==> config.mk <==
export PLATFORM = sky130hd
export DESIGN_NAME = bt_air_channel
export DESIGN_NICKNAME = d
export VERILOG_FILES = /design/src/rtl/bt_air_pkg.sv /design/src/rtl/bt_air_delayline.sv /design/src/rtl/bt_air_channel.sv
export SDC_FILE = /design/constraint.sdc
export NUM_CORES = 1
export LEC_CHECK = 0
export ABC_AREA = 1
export BUFFER_PORTS_ARGS = -buffer_cell sky130_fd_sc_hd__clkbuf_2
export CELL_PAD_IN_SITES_DETAIL_PLACEMENT = 1
export CELL_PAD_IN_SITES_GLOBAL_PLACEMENT = 1
export CORE_MARGIN = 2
export CORE_UTILIZATION = 45
export CTS_CLUSTER_SIZE = 16
export DETAILED_ROUTE_END_ITERATION = 7
export GPL_TIMING_DRIVEN = 1
export PLACE_DENSITY = 0.83
export SKIP_LAST_GASP = 1
export SYNTH_ARGS = -nofsm -noshare
export SYNTH_HDL_FRONTEND = slang
export SYNTH_SLANG_ARGS = --single-unit
==> constraint.sdc <==
create_clock -name clk_6M -period 6.5 [get_ports clk_6M]
set_input_delay 0.325 -clock clk_6M [delete_from_list [all_inputs] [get_ports clk_6M]]
set_output_delay 0.325 -clock clk_6M [all_outputs]
set_load 0.005 [all_outputs]
==> src/rtl/bt_air_pkg.sv <==
// Shared constants, delay-line entry type and LFSR helpers for the multi-node air channel.
package bt_air_pkg;

    localparam int          FK_W         = 7;
    localparam logic [15:0] LFSR_TAPS    = 16'h002D;
    localparam logic [15:0] DEFAULT_SEED = 16'hACE1;

    typedef struct packed {
        logic            radiate;
        logic            data;
        logic [FK_W-1:0] fk;
    } air_entry_t;

    // Right-shifting Fibonacci form of x^16+x^14+x^13+x^11+1: feedback from bits 0,2,3,5.
    function automatic logic [15:0] lfsr_step(input logic [15:0] s);
        return {^(s & LFSR_TAPS), s[15:1]};
    endfunction

    function automatic logic [15:0] rotl16(input logic [15:0] x, input logic [3:0] n);
        logic [31:0] d;
        d = {x, x} << n;
        return d[31:16];
    endfunction

endpackage

==> src/rtl/bt_air_delayline.sv <==
// DELAY-stage shift line carrying one node's radiated bit and its launch-time channel.
module bt_air_delayline
    import bt_air_pkg::*;
#(
    parameter int DELAY = 1
) (
    input  logic       clk_6M,
    input  logic       rstz,
    input  air_entry_t din,
    output air_entry_t dout
);

    air_entry_t stage_reg [DELAY];

    always_ff @(posedge clk_6M or negedge rstz) begin
        if (!rstz) begin
            for (int k = 0; k < DELAY; k++) begin
                stage_reg[k] <= '0;
            end
        end else begin
            stage_reg[0] <= din;
            for (int k = 1; k < DELAY; k++) begin
                stage_reg[k] <= stage_reg[k-1];
            end
        end
    end

    assign dout = stage_reg[DELAY-1];

endmodule

==> src/rtl/bt_air_channel.sv <==
// Shared-medium channel model: routes each node's delayed transmit bit to every other
// node tuned to the same channel, with noise, bit-error injection and collision flags.
module bt_air_channel
    import bt_air_pkg::*;
#(
    parameter int          NODES = 2,
    parameter int          DELAY = 1,
    parameter logic [15:0] SEED  = DEFAULT_SEED
) (
    input  logic                  clk_6M,
    input  logic                  rstz,
    input  logic [NODES-1:0]      txen,
    input  logic [NODES-1:0]      txbit,
    input  logic [FK_W*NODES-1:0] txfk,
    input  logic [NODES-1:0]      rxen,
    input  logic [FK_W*NODES-1:0] rxfk,
    input  logic [NODES-1:0]      loadfreq_p,
    input  logic [7:0]            regi_settle,
    input  logic [15:0]           regi_ber_thresh,
    output logic [NODES-1:0]      rxbit,
    output logic [NODES-1:0]      carrier,
    output logic [NODES-1:0]      collision,
    output logic [15:0]           err_cnt
);

    logic [15:0]      lfsr_reg;
    logic [15:0]      err_cnt_reg;
    logic [NODES-1:0] rxbit_reg;
    logic [NODES-1:0] carrier_reg;
    logic [NODES-1:0] collision_reg;
    logic [NODES-1:0] rxbit_next;
    logic [NODES-1:0] carrier_next;
    logic [NODES-1:0] collision_next;
    logic [NODES-1:0] err_hit;
    logic [3:0]       err_add;
    logic [16:0]      err_sum;
    air_entry_t       line_out [NODES];

    genvar gi;
    generate
        for (gi = 0; gi < NODES; gi++) begin : g_node
            localparam logic [3:0] ROT = 4'((3 * gi) % 16);

            logic [FK_W-1:0] tx_fk_reg;
            logic [FK_W-1:0] rx_fk_reg;
            logic [7:0]      settle_cnt_reg;
            logic            settled;
            logic            listen;
            logic            err_bit;
            logic            hit_bit;
            logic [3:0]      hit_cnt;
            logic            node_rx;
            logic            node_car;
            logic            node_col;
            logic            node_err;
            air_entry_t      line_in;

            always_ff @(posedge clk_6M or negedge rstz) begin
                if (!rstz) begin
                    tx_fk_reg      <= '0;
                    rx_fk_reg      <= '0;
                    settle_cnt_reg <= '0;
                end else if (loadfreq_p[gi]) begin
                    tx_fk_reg      <= txfk[FK_W*gi +: FK_W];
                    rx_fk_reg      <= rxfk[FK_W*gi +: FK_W];
                    settle_cnt_reg <= regi_settle;
                end else if (settle_cnt_reg != 8'd0) begin
                    settle_cnt_reg <= settle_cnt_reg - 8'd1;
                end
            end

            assign settled = (settle_cnt_reg == 8'd0);
            assign listen  = rxen[gi] & settled;
            // Each node looks at a different rotation so error patterns are decorrelated.
            assign err_bit = (rotl16(lfsr_reg, ROT) < regi_ber_thresh);
            assign line_in = '{radiate: txen[gi] & settled, data: txbit[gi], fk: tx_fk_reg};

            bt_air_delayline #(
                .DELAY (DELAY)
            ) u_line (
                .clk_6M (clk_6M),
                .rstz   (rstz),
                .din    (line_in),
                .dout   (line_out[gi])
            );

            always_comb begin
                hit_cnt = '0;
                hit_bit = 1'b0;
                for (int i = 0; i < NODES; i++) begin
                    if (i != gi && line_out[i].radiate && line_out[i].fk == rx_fk_reg) begin
                        hit_cnt = hit_cnt + 4'd1;
                        hit_bit = line_out[i].data;
                    end
                end
            end

            always_comb begin
                node_rx  = 1'b0;
                node_car = 1'b0;
                node_col = 1'b0;
                node_err = 1'b0;
                if (listen) begin
                    if (hit_cnt == 4'd1) begin
                        node_rx  = hit_bit ^ err_bit;
                        node_car = 1'b1;
                        node_err = err_bit;
                    end else begin
                        node_rx  = lfsr_reg[gi];
                        node_col = (hit_cnt >= 4'd2);
                    end
                end
            end

            assign rxbit_next[gi]     = node_rx;
            assign carrier_next[gi]   = node_car;
            assign collision_next[gi] = node_col;
            assign err_hit[gi]        = node_err;
        end
    endgenerate

    always_comb begin
        err_add = '0;
        for (int k = 0; k < NODES; k++) begin
            err_add = err_add + {3'd0, err_hit[k]};
        end
        err_sum = {1'b0, err_cnt_reg} + {13'd0, err_add};
    end

    always_ff @(posedge clk_6M or negedge rstz) begin
        if (!rstz) begin
            lfsr_reg      <= SEED;
            err_cnt_reg   <= '0;
            rxbit_reg     <= '0;
            carrier_reg   <= '0;
            collision_reg <= '0;
        end else begin
            lfsr_reg      <= lfsr_step(lfsr_reg);
            err_cnt_reg   <= err_sum[16] ? 16'hFFFF : err_sum[15:0];
            rxbit_reg     <= rxbit_next;
            carrier_reg   <= carrier_next;
            collision_reg <= collision_next;
        end
    end

    assign rxbit     = rxbit_reg;
    assign carrier   = carrier_reg;
    assign collision = collision_reg;
    assign err_cnt   = err_cnt_reg;

endmodule
==> out/qor.yml <==
setup_path:
  rr_endpoint: "err_cnt[14]"
  critPathKind: "flop to flop"
  arrival_ns: 3.59
  cpLargestDelayFamily: "simple AND/OR/NAND/NOR gates"
  path_cells: "ha_1, a21oi_1, nor2_1, nor3_1, nand2_1, nand2_1, nand3_1, fa_1, inv_1, ha_1, nand2_1, nor3_4, nand3_2, inv_2, nand3_2, nand3b_1"
  crit_fanout: 9
  worst_r2r_path_depth: 16
  worstPathRequired_ns: 6.82
  cpMostUsedCell: "nand2_1"
  start_kind: "flop"
  rrSetupSlack_ns: 3.23
  cp_slowest_cell: "dfstp_2"
  crit_buf_inv: 2
  cpPeakStageDelay_ns: 0.59
  reg2reg_from: "lfsr_reg[5]"
  cp-end-kind: "flop"
yosys:
  postSynthAreaPerCell_um2: 8.97
  ys_types: 37
  synth_top_area_share: 0.466
  syn-instance-count: 539
  synth_area_leader_cell: "dfrtp_1"
  async_flop_share: 1.00
  yosysWarnings: 0
  synth_area_leaders: "dfrtp_1 47%, nand2_1 12%, ha_1 8.5%, inv_1 6.1%, dfstp_2 4.3%"
  synth_area_um2: 4840
  synth_edf_count: 0
  ys_seq_elements: 98
  synthFlopType: "dfrtp_1"
  seq_area_frac_synth: 0.509
cts:
  clkSinkCount: 98
  ctsHoldBuffers: 1
  cts_resized: 0
  cts_setup_buffers: 0
  cts_buffers: 9
  htreeDepth: 3
  ctsLongestPathBuffers: 2
  clock_latency_ns: 0.38
  clk_pin_slew_worst_paths_ns: 0.11
  cts-root-buf: "clkbuf_8"
  cts_tree: "built"
worst_hold_path:
  min_to: "g_node[0].u_line.dout[7]"
  hold_start: "txbit[0]"
  worstHoldPathCells: 1
  hp-class: "input port to flop"
timing:
  period_needed_ns: 3.27
  setup_viol: 0
  grt_setup_unrepaired: "no"
  slew_headroom: 0.570
  clock_skew_ns: 0.0194
  clock.fmax_mhz: 306
  worst_pin_slew_ns: 0.645
  hold_viol: 0
  holdWs_ns: 0.0764
  finalSetupTns_ns: 0
  finalCritPeriodShare: 0.503
  maxSlewViolCount: 0
routing:
  wl_per_cell_um: 15.0
  drc: 0
  ant_nets: 0
  vias_per_cell: 4.91
  first_pass_iters: 4
  dr_total_vias: 3764
  first_iter_violations: 105
  wirelength_mm: 11.5
layout:
  diodes: 0
  utilization: 0.542
  final_cells: 767
  drive_above_1_share: 0.203
  largest_reg_flops: 18
  areaGrowthSynthToFinish_pct: 16.1
  final_area_um2: 5620
  nets: 722
  fillers: 1279
floorplan:
  die_width_um: 108
  rows: 37
  start_util: 0.466
  die_h_um: 108
  die_area_um2: 11600
  ios: 84
  fp.coreArea_um2: 10400
flow_run:
  drv_cap: 0
placement:
  dp_hpwl_mm: 8.78
  place_congestion: 0.852
  io_buffers: 81
  dp.cells: 750
  place_area_um2: 5390
grt:
  gr-total-overflow: 0
  grt_first_pass_wirelength_mm: 19.3
  gr-usage-met1: 0.261
  use_met3: 0.0424
  met2_usage: 0.382
  grt_max_degree: 51
  gr-max-usage-layer: "met2"
  antenna_found_initial: 0
  grt_usage: 0.217
  first_global_vias: 4113
power:
  ir_worst_vdd_mv: 0.118
  powerDensity_nw_per_um2: 224
  p_leak_nw: 3.15
outcome:
  status: "finished, final reports clean"
[worst max path at each step]
| stage | slack (ns) | depth (start not counted) | endpoint | from |
|---|---|---|---|---|
| final | 3.23 | 16 | err_cnt[14] | lfsr_reg[5] |
| after global routing | 2.90 | 19 | err_cnt[14] | g_node[0].settle_cnt_reg[0] |
| after CTS | 3.19 | 16 | err_cnt[14] | lfsr_reg[5] |
| after detailed placement | 3.24 | 18 | err_cnt[14] | g_node[0].settle_cnt_reg[0] |
| after global placement | 3.46 | 18 | err_cnt[14] | g_node[0].settle_cnt_reg[0] |
| after floorplan | 3.66 | 17 | err_cnt[14] | lfsr_reg[5] |
[cells by family after synthesis]
logic type                 synth area share
buffers and inverters                0.0729
xor gates and xnor gates             0.0453
and+or+nand+nor                       0.215
DFF                                   0.509
other                              0.000775
AOI/OAI and AO/OA                    0.0670
adders and majority gates            0.0895
[placed cells by master (no fill, tap or decap), types with 3 or more instances in the layout]
master,count
o21ai_0,25
dfrtp_1,90
xnor2_1,6
nor3_1,6
clkinv_1,3
o221ai_1,4
clkbuf_8,9
o22ai_1,5
nor2_2,3
a21oi_1,13
ha_1,33
xor2_1,19
nand4_1,4
nand2_1,152
inv_1,78
nor3_2,4
nand3_1,21
nor2_1,29
inv_2,3
dfstp_2,8
clkbuf_2,80
nand2_2,3
[cell type report]
| cell class | count | area [µm²] | share of cell area |
|---|---|---|---|
| Timing Repair Buffer | 83 | 425 | 0.0757 |
| Clock inverter | 5 | 86.3 | 0.0154 |
| Tap cell | 136 | 170 | 0.0303 |
| Clock buffer | 11 | 131 | 0.0234 |
| Sequential cell | 98 | 2460 | 0.438 |
| Inverter | 84 | 315 | 0.0561 |
| Multi-Input combinational cell | 350 | 2030 | 0.361 |
[metrics by stage]
step | total power, mW | setup WS (ns)
2_1_floorplan | 0.767 | 3.66
3_3_place_gp | 0.817 | 3.46
3_5_place_dp | 0.829 | 3.24
4_1_cts | 1.28 | 3.19
5_1_grt | 1.33 | 2.90
6_report | 1.26 | 3.23
[synth_stat cells, types with 2 or more instances]
cell type / count
inv_2: 3
dfrtp_1: 90
nand2_1: 152
nand3_1: 21
a21o_1: 2
nor2_2: 3
xnor2_1: 6
nand3b_1: 2
xor2_1: 19
inv_1: 78
a21oi_1: 13
nor3_1: 6
buf_4: 2
nand2_2: 3
o21ai_0: 25
nor2_1: 29
nand3_2: 2
nand4_1: 4
clkbuf_1: 6
nand4_2: 2
ha_1: 33
clkinv_1: 3
a211oi_1: 2
dfstp_2: 8
o221ai_1: 4
o22ai_1: 5
a22oi_2: 2
nor3_2: 4
or2_2: 2
[power breakdown]
part / leakage, nW / total (mW) / internal, mW / switching (mW)
logic: 1.83 / 0.143 / 0.0567 / 0.0865
registers: 1.21 / 0.672 / 0.648 / 0.0239
clock network: 0.109 / 0.443 / 0.221 / 0.222
total: 3.15 / 1.26 / 0.926 / 0.332
[layer usage]
layer,wire [µm],up-vias
met5,0,-
li1,-,1868
met4,204,0
met1,5020,1809
met2,5920,70
met3,372,17
Note: power is estimated with default switching activity, not from simulation.
